## src/rtl/grant_burst_mux.sv

```systemverilog
// Moves a fixed-length burst from the granted requester onto one registered valid/ready output.
// A done pulse after the final beat lets the requester drop its request.
module grant_burst_mux #(
  parameter int unsigned DATA_W    = 8,
  parameter int unsigned BURST_LEN = 4,
  parameter int unsigned CNT_W     = 3
) (
  input  logic              clk,
  input  logic              reset,
  input  logic              g1,
  input  logic              g2,
  input  logic              g3,
  input  logic              v1,
  input  logic              v2,
  input  logic              v3,
  input  logic [DATA_W-1:0] d1,
  input  logic [DATA_W-1:0] d2,
  input  logic [DATA_W-1:0] d3,
  output logic              rdy1,
  output logic              rdy2,
  output logic              rdy3,
  output logic              done1,
  output logic              done2,
  output logic              done3,
  output logic              out_valid,
  output logic [DATA_W-1:0] out_data,
  output logic [1:0]        out_src,
  output logic              out_last,
  input  logic              out_ready,
  output logic              err_grant
);

  typedef enum logic [1:0] {StIdle, StXfer, StRelease} state_e;

  state_e             state;
  logic [CNT_W-1:0]   beat_cnt;
  logic [1:0]         src;

  logic               multi;
  logic               any_grant;
  logic               slot_free;
  logic               g_src;
  logic               v_src;
  logic [DATA_W-1:0]  d_src;
  logic               rdy_src;
  logic               accept;
  logic               last_beat;
  logic [1:0]         cap_src;

  assign multi     = (g1 & g2) | (g1 & g3) | (g2 & g3);
  assign any_grant = g1 | g2 | g3;
  assign slot_free = ~out_valid | out_ready;
  assign last_beat = (beat_cnt == CNT_W'(BURST_LEN - 1));
  assign cap_src   = g1 ? 2'd1 : (g2 ? 2'd2 : 2'd3);

  always_comb begin
    g_src = 1'b0;
    v_src = 1'b0;
    d_src = '0;
    case (src)
      2'd1: begin g_src = g1; v_src = v1; d_src = d1; end
      2'd2: begin g_src = g2; v_src = v2; d_src = d2; end
      2'd3: begin g_src = g3; v_src = v3; d_src = d3; end
      default: ;
    endcase
  end

  assign rdy_src = (state == StXfer) & g_src & ~multi & slot_free;
  assign accept  = v_src & rdy_src;
  assign rdy1    = rdy_src & (src == 2'd1);
  assign rdy2    = rdy_src & (src == 2'd2);
  assign rdy3    = rdy_src & (src == 2'd3);

  always_ff @(posedge clk or posedge reset) begin
    if (reset) begin
      state     <= StIdle;
      beat_cnt  <= '0;
      src       <= 2'd0;
      out_valid <= 1'b0;
      out_data  <= '0;
      out_src   <= 2'd0;
      out_last  <= 1'b0;
      done1     <= 1'b0;
      done2     <= 1'b0;
      done3     <= 1'b0;
      err_grant <= 1'b0;
    end else begin
      err_grant <= err_grant | multi;
      done1     <= 1'b0;
      done2     <= 1'b0;
      done3     <= 1'b0;

      // Reload on accept even while draining, so back-to-back beats have no bubble.
      if (accept) begin
        out_valid <= 1'b1;
        out_data  <= d_src;
        out_src   <= src;
        out_last  <= last_beat;
      end else if (out_ready) begin
        out_valid <= 1'b0;
        out_src   <= 2'd0;
        out_last  <= 1'b0;
      end

      case (state)
        StIdle: begin
          if (any_grant && !multi) begin
            src      <= cap_src;
            beat_cnt <= '0;
            state    <= StXfer;
          end
        end
        StXfer: begin
          if (!g_src || multi) begin
            beat_cnt <= '0;
            state    <= StIdle;
          end else if (accept) begin
            if (last_beat) begin
              beat_cnt <= '0;
              state    <= StRelease;
              done1    <= (src == 2'd1);
              done2    <= (src == 2'd2);
              done3    <= (src == 2'd3);
            end else begin
              beat_cnt <= beat_cnt + 1'b1;
            end
          end
        end
        StRelease: begin
          // Hold off re-capture until the arbiter has seen the request drop.
          if (!g_src) state <= StIdle;
        end
        default: state <= StIdle;
      endcase
    end
  end

endmodule

```

## config.mk

```make
export PLATFORM = sky130hd
export DESIGN_NAME = grant_burst_mux
export DESIGN_NICKNAME = d
export VERILOG_FILES = /design/src/rtl/grant_burst_mux.sv
export SDC_FILE = /design/constraint.sdc
export NUM_CORES = 1
export LEC_CHECK = 0
export CORE_MARGIN = 3
export CORE_UTILIZATION = 45
export CTS_BUF_LIST = sky130_fd_sc_hd__clkbuf_8 sky130_fd_sc_hd__clkbuf_16
export CTS_CLUSTER_SIZE = 40
export DETAILED_ROUTE_END_ITERATION = 16
export PLACE_DENSITY = 0.86
export SYNTH_ARGS = -nofsm -noshare
export SYNTH_HDL_FRONTEND = slang
export SYNTH_SLANG_ARGS = --single-unit
```

## constraint.sdc

```tcl
create_clock -name clk -period 5.3 [get_ports clk]
set_input_delay 0.795 -clock clk [delete_from_list [all_inputs] [get_ports clk]]
set_output_delay 0.795 -clock clk [all_outputs]
set_load 0.05 [all_outputs]
```

==> results of run 1 <==
## worst reg2reg max path: stages, from the launching register on
cell	delay [ns]
dfrtp_1	0.83
nor2b_1	0.62
a22oi_2	0.19
nand3b_4	0.37
mux2_4	0.38
## metrics by stage
| stage | total power [W] | std cells | hold slack [ns] | setup slack, ns |
|---|---|---|---|---|
| finish | 0.0007435 | 197 | 0.4841 | 1.275 |
| global route | 0.0007866 | 197 | 0.5081 | 1.111 |
| CTS | 0.0007501 | 197 | 0.4888 | 1.198 |
| detailed placement | 0.0006384 | 193 | 0.4694 | 1.279 |
| global placement | 0.0006301 | 193 | 0.4598 | 1.419 |
| floorplan | 0.0005192 | 117 | 0.4601 | 1.903 |
## state kept, by name, summed over array words and instances, names as in the netlist
register and flops:
out_valid 1, err_grant 1, done1 1, out_src 2
done3 1, src 2, done2 1, state 2
beat_cnt 3, out_last 1, out_data 8
## power groups by stage
stage | Sequential [W] | Clock, W | Combinational [W]
finish | 0.000259 | 0.000110 | 0.000375
global route | 0.000266 | 0.000120 | 0.000401
CTS | 0.000259 | 0.000112 | 0.000379
detailed placement | 0.000261 | 0 | 0.000378
global placement | 0.000260 | 0 | 0.000371
floorplan | 0.000359 | 0 | 0.000160
## cells by family (layout without fill, tap and decap cells)
group / Yosys count / after routing / share of synthesized area
flip-flops: 23 / 23 / 0.4457
buffers and inverters: 8 / 58 / 0.03875
multiplexers: 23 / 23 / 0.1948
AO/OA/AOI/OAI: 20 / 20 / 0.1134
AND/OR/NAND/NOR: 40 / 40 / 0.1822
XOR/XNOR: 1 / 1 / 0.006784
adder cells (fa/ha/maj): 2 / 2 / 0.01841
## final timing paths
| kind | to | startpoint | slack [ns] |
|---|---|---|---|
| worst max-delay path | rdy2 | src[0] | 1.27 |
| worst min-delay path | err_grant | err_grant | 0.48 |
| worst max register to register | out_data[2] | src[0] | 2.81 |
| worst min register to register | err_grant | err_grant | 0.48 |
| max in group asynchronous | done2 | reset | 3.75 |
| min in group asynchronous | out_data[5] | reset | 1.01 |
## placed cells by master (no fill, tap or decap), types with 3 or more instances in the layout
master           Yosys  routed
clkbuf_8             0       3
clkdlybuf4s50_1      0      51
mux2i_1             12      12
inv_1                3       3
nor2b_1              4       4
dfrtp_1             23      23
nand2b_1            10      10
nor3_1               6       6
nand2_1             12      12
o21ai_0              9       9
mux2_2               9       9
## final cells by class
cell class	count	share of cell area
Inverter	3	0.006098
Timing Repair Buffer	51	0.2764
Multi-Input combinational cell	86	0.3604
Tap cell	30	0.02033
Clock buffer	3	0.02236
Clock inverter	1	0.002710
Sequential cell	23	0.3117
## routing by layer
layer	wire, um	share of wire	track usage	vias up
met3	232	0.080	0.04139	6
met2	1440	0.50	0.3120	44
met1	1182	0.41	0.2266	490
li1	-	-	-	514
met4	44	0.015	0.06329	0
met5	0	0	0	-
==> flow_summary_export.csv, run 1 <==
group,metric,value,unit
run_status,status,"complete, no violations",
yosys,synthTopCellsByCount,"dfrtp_1, mux2i_1, nand2_1",
clocking,ctsResizeCount,0,
placed_design,port-buffer-count,51,
sta,maxSlewViolCount,0,
clocking,clock_path_buffers,2,
sta,setup_tns,0,ns
critical_path,crit_type,"register to output port",
clocking,cts_buffers,3,
pwr,power_density,402.6,mW/mm2
critical_path,startpoint_type,"register",
global_routing,grt_pass1_vias,1150,
hold_path,hold_path_class,"register to register",
pwr,pwr-share-seq,0.348,
yosys,synthArstFlopShare,1.000,
clocking,cts_setup_buffers,0,
clocking,clk_pin_slew_worst_paths,0.08,ns
clocking,clk_latency,0.26,ns
yosys,dominantRegCellSynth,"dfrtp_1",
route,drt_iter0_markers,11,
sta,period_share,0.7595,
global_routing,grt_start_max_net_pins,24,
pwr,p_comb_frac,0.504,
yosys,synth_area_leaders,"dfrtp_1, mux2i_1, mux2_2, nand2b_1, o21ai_0",
yosys,synth_edf_count,0,
hold_path,hold_depth,1,
yosys,synth_top_area_share,0.4457,
layout,nets,202,
sta,clock-skew-final,0.002343,ns
layout,synthToLayoutAreaGrowth,43.02,%
route,post-route-drc-count,0,
yosys,synth_fp_nets,151,
placed_design,hpwl,2180,um
yosys,ys_warn_count,0,
sta,hold_viol,0,
yosys,synthCells,117,
sta,slew-limit-headroom,0.4126,
pwr,internal-power,0.0004271,W
clocking,htreeDepth,1,
layout,utilization,0.7130,
layout,multiInputGateArea,665.6,um2
critical_path,cp-end-kind,"output port",
route,ant_nets,0,
die,dieArea,0.003548,mm2
clocking,cts_tree,"done",
critical_path,slowest_delay,0.84,ns
die,io-pin-count,52,
yosys,synth_top_cell_by_area,"dfrtp_1",
layout,fill_cells,201,
sta,rsz0062_at_grt,"no",
die,row_count,18,
placed_design,place_area,0.001800,mm2
route,dr.pass1.iters,4,
critical_path,reg2regPathDepth,4,
layout,register_area,575.6,um2
critical_path,worstPathMaxFanout,17,
sta,fmax,248.4,MHz
sta,setup_viol,0,
pwr,clkPwrFrac,0.148,
global_routing,grt_pass1_wl,4988,um
layout,n_antenna_cell,0,
pwr,p_leak,0.8284,nW
critical_path,cp.required,4.51,ns
global_routing,grt_usage,0.1831,
yosys,seq_area_frac_synth,0.4457,
placed_design,gp_congestion,0.8166,
critical_path,critPathArrivalTime,3.23,ns
critical_path,crit_slowest_cell,"clkdlybuf4s50_1",
critical_path,path_delay_family,"simple AND/OR/NAND/NOR gates",
die,die_h,59.57,um
yosys,synth_cell_types,32,
clocking,cts-root-buf,"clkbuf_8",
pwr,vdd_drop_max,319.8,uV
pwr,swShare,0.4255,
clocking,cts.sinks,23,
route,viasPerCell,5.350,
die,core,0.002590,mm2
global_routing,overflow,0,
yosys,synthMostInstantiatedCell,"dfrtp_1",
die,start_util,0.4986,
critical_path,critical_path_buf_inv_count,1,
route,drt-wirelength-per-cell,14.73,um
layout,postLayoutCellArea,0.001847,mm2
job,maxCapViolations,0,
route,wl,2901,um
layout,drive_gt1_frac,0.1317,
yosys,avgSynthCellArea,11.04,um2
pwr,power_switching,0.0003163,W
die,die_w,59.57,um
yosys,synth-seq-cells,23,
critical_path,path_cells,"nor2b_1 > a22oi_2 > nand2b_1 > nor3_1 > clkdlybuf4s50_1",
clocking,cts_hold_buf,0,
yosys,syn_area,0.001291,mm2
sta,worstMarginPinSlew,0.8802,ns
global_routing,antenna_found_initial,0,
route,vias,1054,
critical_path,crit_cells,5,
sta,min_period,4.025,ns
(Power assumes the default switching activity.)
==> run 2, diff against run 1 <==
--- a/config.mk
+++ b/config.mk
@@ -6,11 +6,11 @@
 export NUM_CORES = 1
 export LEC_CHECK = 0
 export CORE_MARGIN = 3
-export CORE_UTILIZATION = 45
+export CORE_UTILIZATION = 38
 export CTS_BUF_LIST = sky130_fd_sc_hd__clkbuf_8 sky130_fd_sc_hd__clkbuf_16
 export CTS_CLUSTER_SIZE = 40
 export DETAILED_ROUTE_END_ITERATION = 16
-export PLACE_DENSITY = 0.86
+export PLACE_DENSITY = 0.78
 export SYNTH_ARGS = -nofsm -noshare
 export SYNTH_HDL_FRONTEND = slang
 export SYNTH_SLANG_ARGS = --single-unit
==> constraint.sdc (replaced) <==
create_clock -name clk -period 3.53 [get_ports clk]
set_input_delay 0.5295 -clock clk [delete_from_list [all_inputs] [get_ports clk]]
set_output_delay 0.5295 -clock clk [all_outputs]
set_load 0.05 [all_outputs]
==> flow_summary_export.csv, run 2 (synthesis gave the netlist of run 1 again) <==
group,metric,value,unit
clocking,ctsResizeCount,0,
placed_design,gp_congestion,0.7693,
pwr,clkPwrFrac,0.148,
die,die_w,64.29,um
placed_design,port-buffer-count,51,
placed_design,hpwl,2366,um
layout,largest_register_ffs,8,
global_routing,grt_pass1_wl,5250,um
pwr,swShare,0.4297,
placed_design,place_inst,208,
layout,final_cell_mix,"clkdlybuf4s50_1, dfrtp_1, mux2i_1, nand2_1, nand2b_1",
route,drt-wirelength-per-cell,15.19,um
job,maxCapViolations,0,
pwr,power_density,608.0,mW/mm2
critical_path,cp.required,3.00,ns
pwr,vdd_drop_max,468.1,uV
pwr,internal-power,0.0006465,W
clocking,cts_buffers,3,
die,io-pin-count,52,
pwr,p_leak,0.8395,nW
route,viasPerCell,5.071,
route,dr.pass1.iters,4,
clocking,cts_setup_buffers,0,
critical_path,cp-end-kind,"output port",
sta,worstMarginPinSlew,0.8575,ns
clocking,cts_hold_buf,0,
layout,largest_register,"out_data",
critical_path,crit_type,"register to output port",
die,row_count,20,
critical_path,critPathArrivalTime,2.31,ns
clocking,cts.sinks,23,
clocking,clock_path_buffers,2,
die,core,0.003153,mm2
global_routing,antenna_found_initial,0,
sta,setup_viol,0,
layout,final_common_cell,"clkdlybuf4s50_1",
layout,fin_cells,212,
critical_path,startpoint_type,"register",
layout,utilization,0.5913,
sta,maxSlewViolCount,0,
pwr,pwr-share-seq,0.343,
die,die_h,64.29,um
sta,rsz0062_at_grt,"no",
route,drt_iter0_markers,36,
layout,drive_gt1_frac,0.1548,
route,post-route-drc-count,0,
layout,n_antenna_cell,0,
sta,clock-skew-final,0.003140,ns
global_routing,overflow,0,
clocking,cts-root-buf,"clkbuf_8",
sta,hold_viol,0,
clocking,clk_latency,0.27,ns
sta,slew-limit-headroom,0.4277,
critical_path,worstPathMaxFanout,17,
pwr,p_comb_frac,0.509,
sta,min_period,2.838,ns
clocking,htreeDepth,1,
global_routing,grt_start_max_net_pins,24,
die,start_util,0.4095,
pwr,power_switching,0.0004870,W
run_status,status,"complete, no violations",
sta,period_share,0.8041,
route,ant_nets,0,
hold_path,hold_path_class,"register to register",
global_routing,grt_pass1_vias,1103,
clocking,cts_tree,"done",
clocking,clk_pin_slew_worst_paths,0.08,ns
layout,largestRegisters,"out_data (8), beat_cnt (3)",
layout,synthToLayoutAreaGrowth,44.38,%
sta,fmax,352.3,MHz
route,wl,3221,um
global_routing,grt_usage,0.1643,
route,vias,1075,
sta,setup_tns,0,ns
layout,nets,203,
die,dieArea,0.004133,mm2
run 2: cell count changes in the layout (fill, tap and decap cells not counted), sizes merged:
cell           before  now
clkdlybuf4s50      51   48
buf                 0    4
run 2: path summary, 6_finish.rpt:
check,end,startpoint,slack [ns],depth (start not counted)
min in group asynchronous,done1,reset,0.74,2
hold / removal,err_grant,err_grant,0.49,1
setup / recovery,rdy3,src[0],0.69,5
setup reg to reg,out_data[5],src[0],1.14,4
max in group asynchronous,out_data[5],reset,2.26,2
hold reg to reg,err_grant,err_grant,0.49,1
run 2: metrics by stage:
step	power, W	cell area [um2]	hold slack (ns)	setup WS [ns]
after floorplan	0.0007796	1291	0.4601	0.6641
after global placement	0.0009561	1818	0.4787	0.7788
after detailed placement	0.0009678	1818	0.4752	0.7094
after CTS	0.001138	1864	0.4945	0.6953
after global routing	0.001197	1864	0.5037	0.5702
final	0.001134	1864	0.4918	0.6916
run 2: cell type report:
cell class                      instances  area (um2)
Fill cell                             294        1289
Multi-Input combinational cell         86       665.6
Sequential cell                        23       575.6
Timing Repair Buffer                   52       510.5
Tap cell                               44       55.05
Clock buffer                            3       41.29
Inverter                                3       11.26
Clock inverter                          1       5.005
run 2: critical path, cell delays in order, from the launching register on:
cell and delay, ns:
dfrtp_1 0.84, mux2_2 0.42, a22oi_2 0.28, nand2b_1 0.21, nor3_1 0.07, buf_4 0.21
run 2: power groups by stage:
stage	clock, W	sequential [W]	combinational, W
final	0.000168	0.000388	0.000577
after global routing	0.000187	0.000400	0.000611
after CTS	0.000169	0.000389	0.000581
after detailed placement	0	0.000393	0.000575
after global placement	0	0.000391	0.000565
after floorplan	0	0.000539	0.000240
run 2: layer usage:
layer / vias to the layer above / GRT usage / share of wire
li1: 515 / - / -
met1: 516 / 0.1963 / 0.42
met2: 37 / 0.2771 / 0.51
met3: 7 / 0.02988 / 0.047
met4: 0 / 0.08971 / 0.024
met5: - / 0 / 0
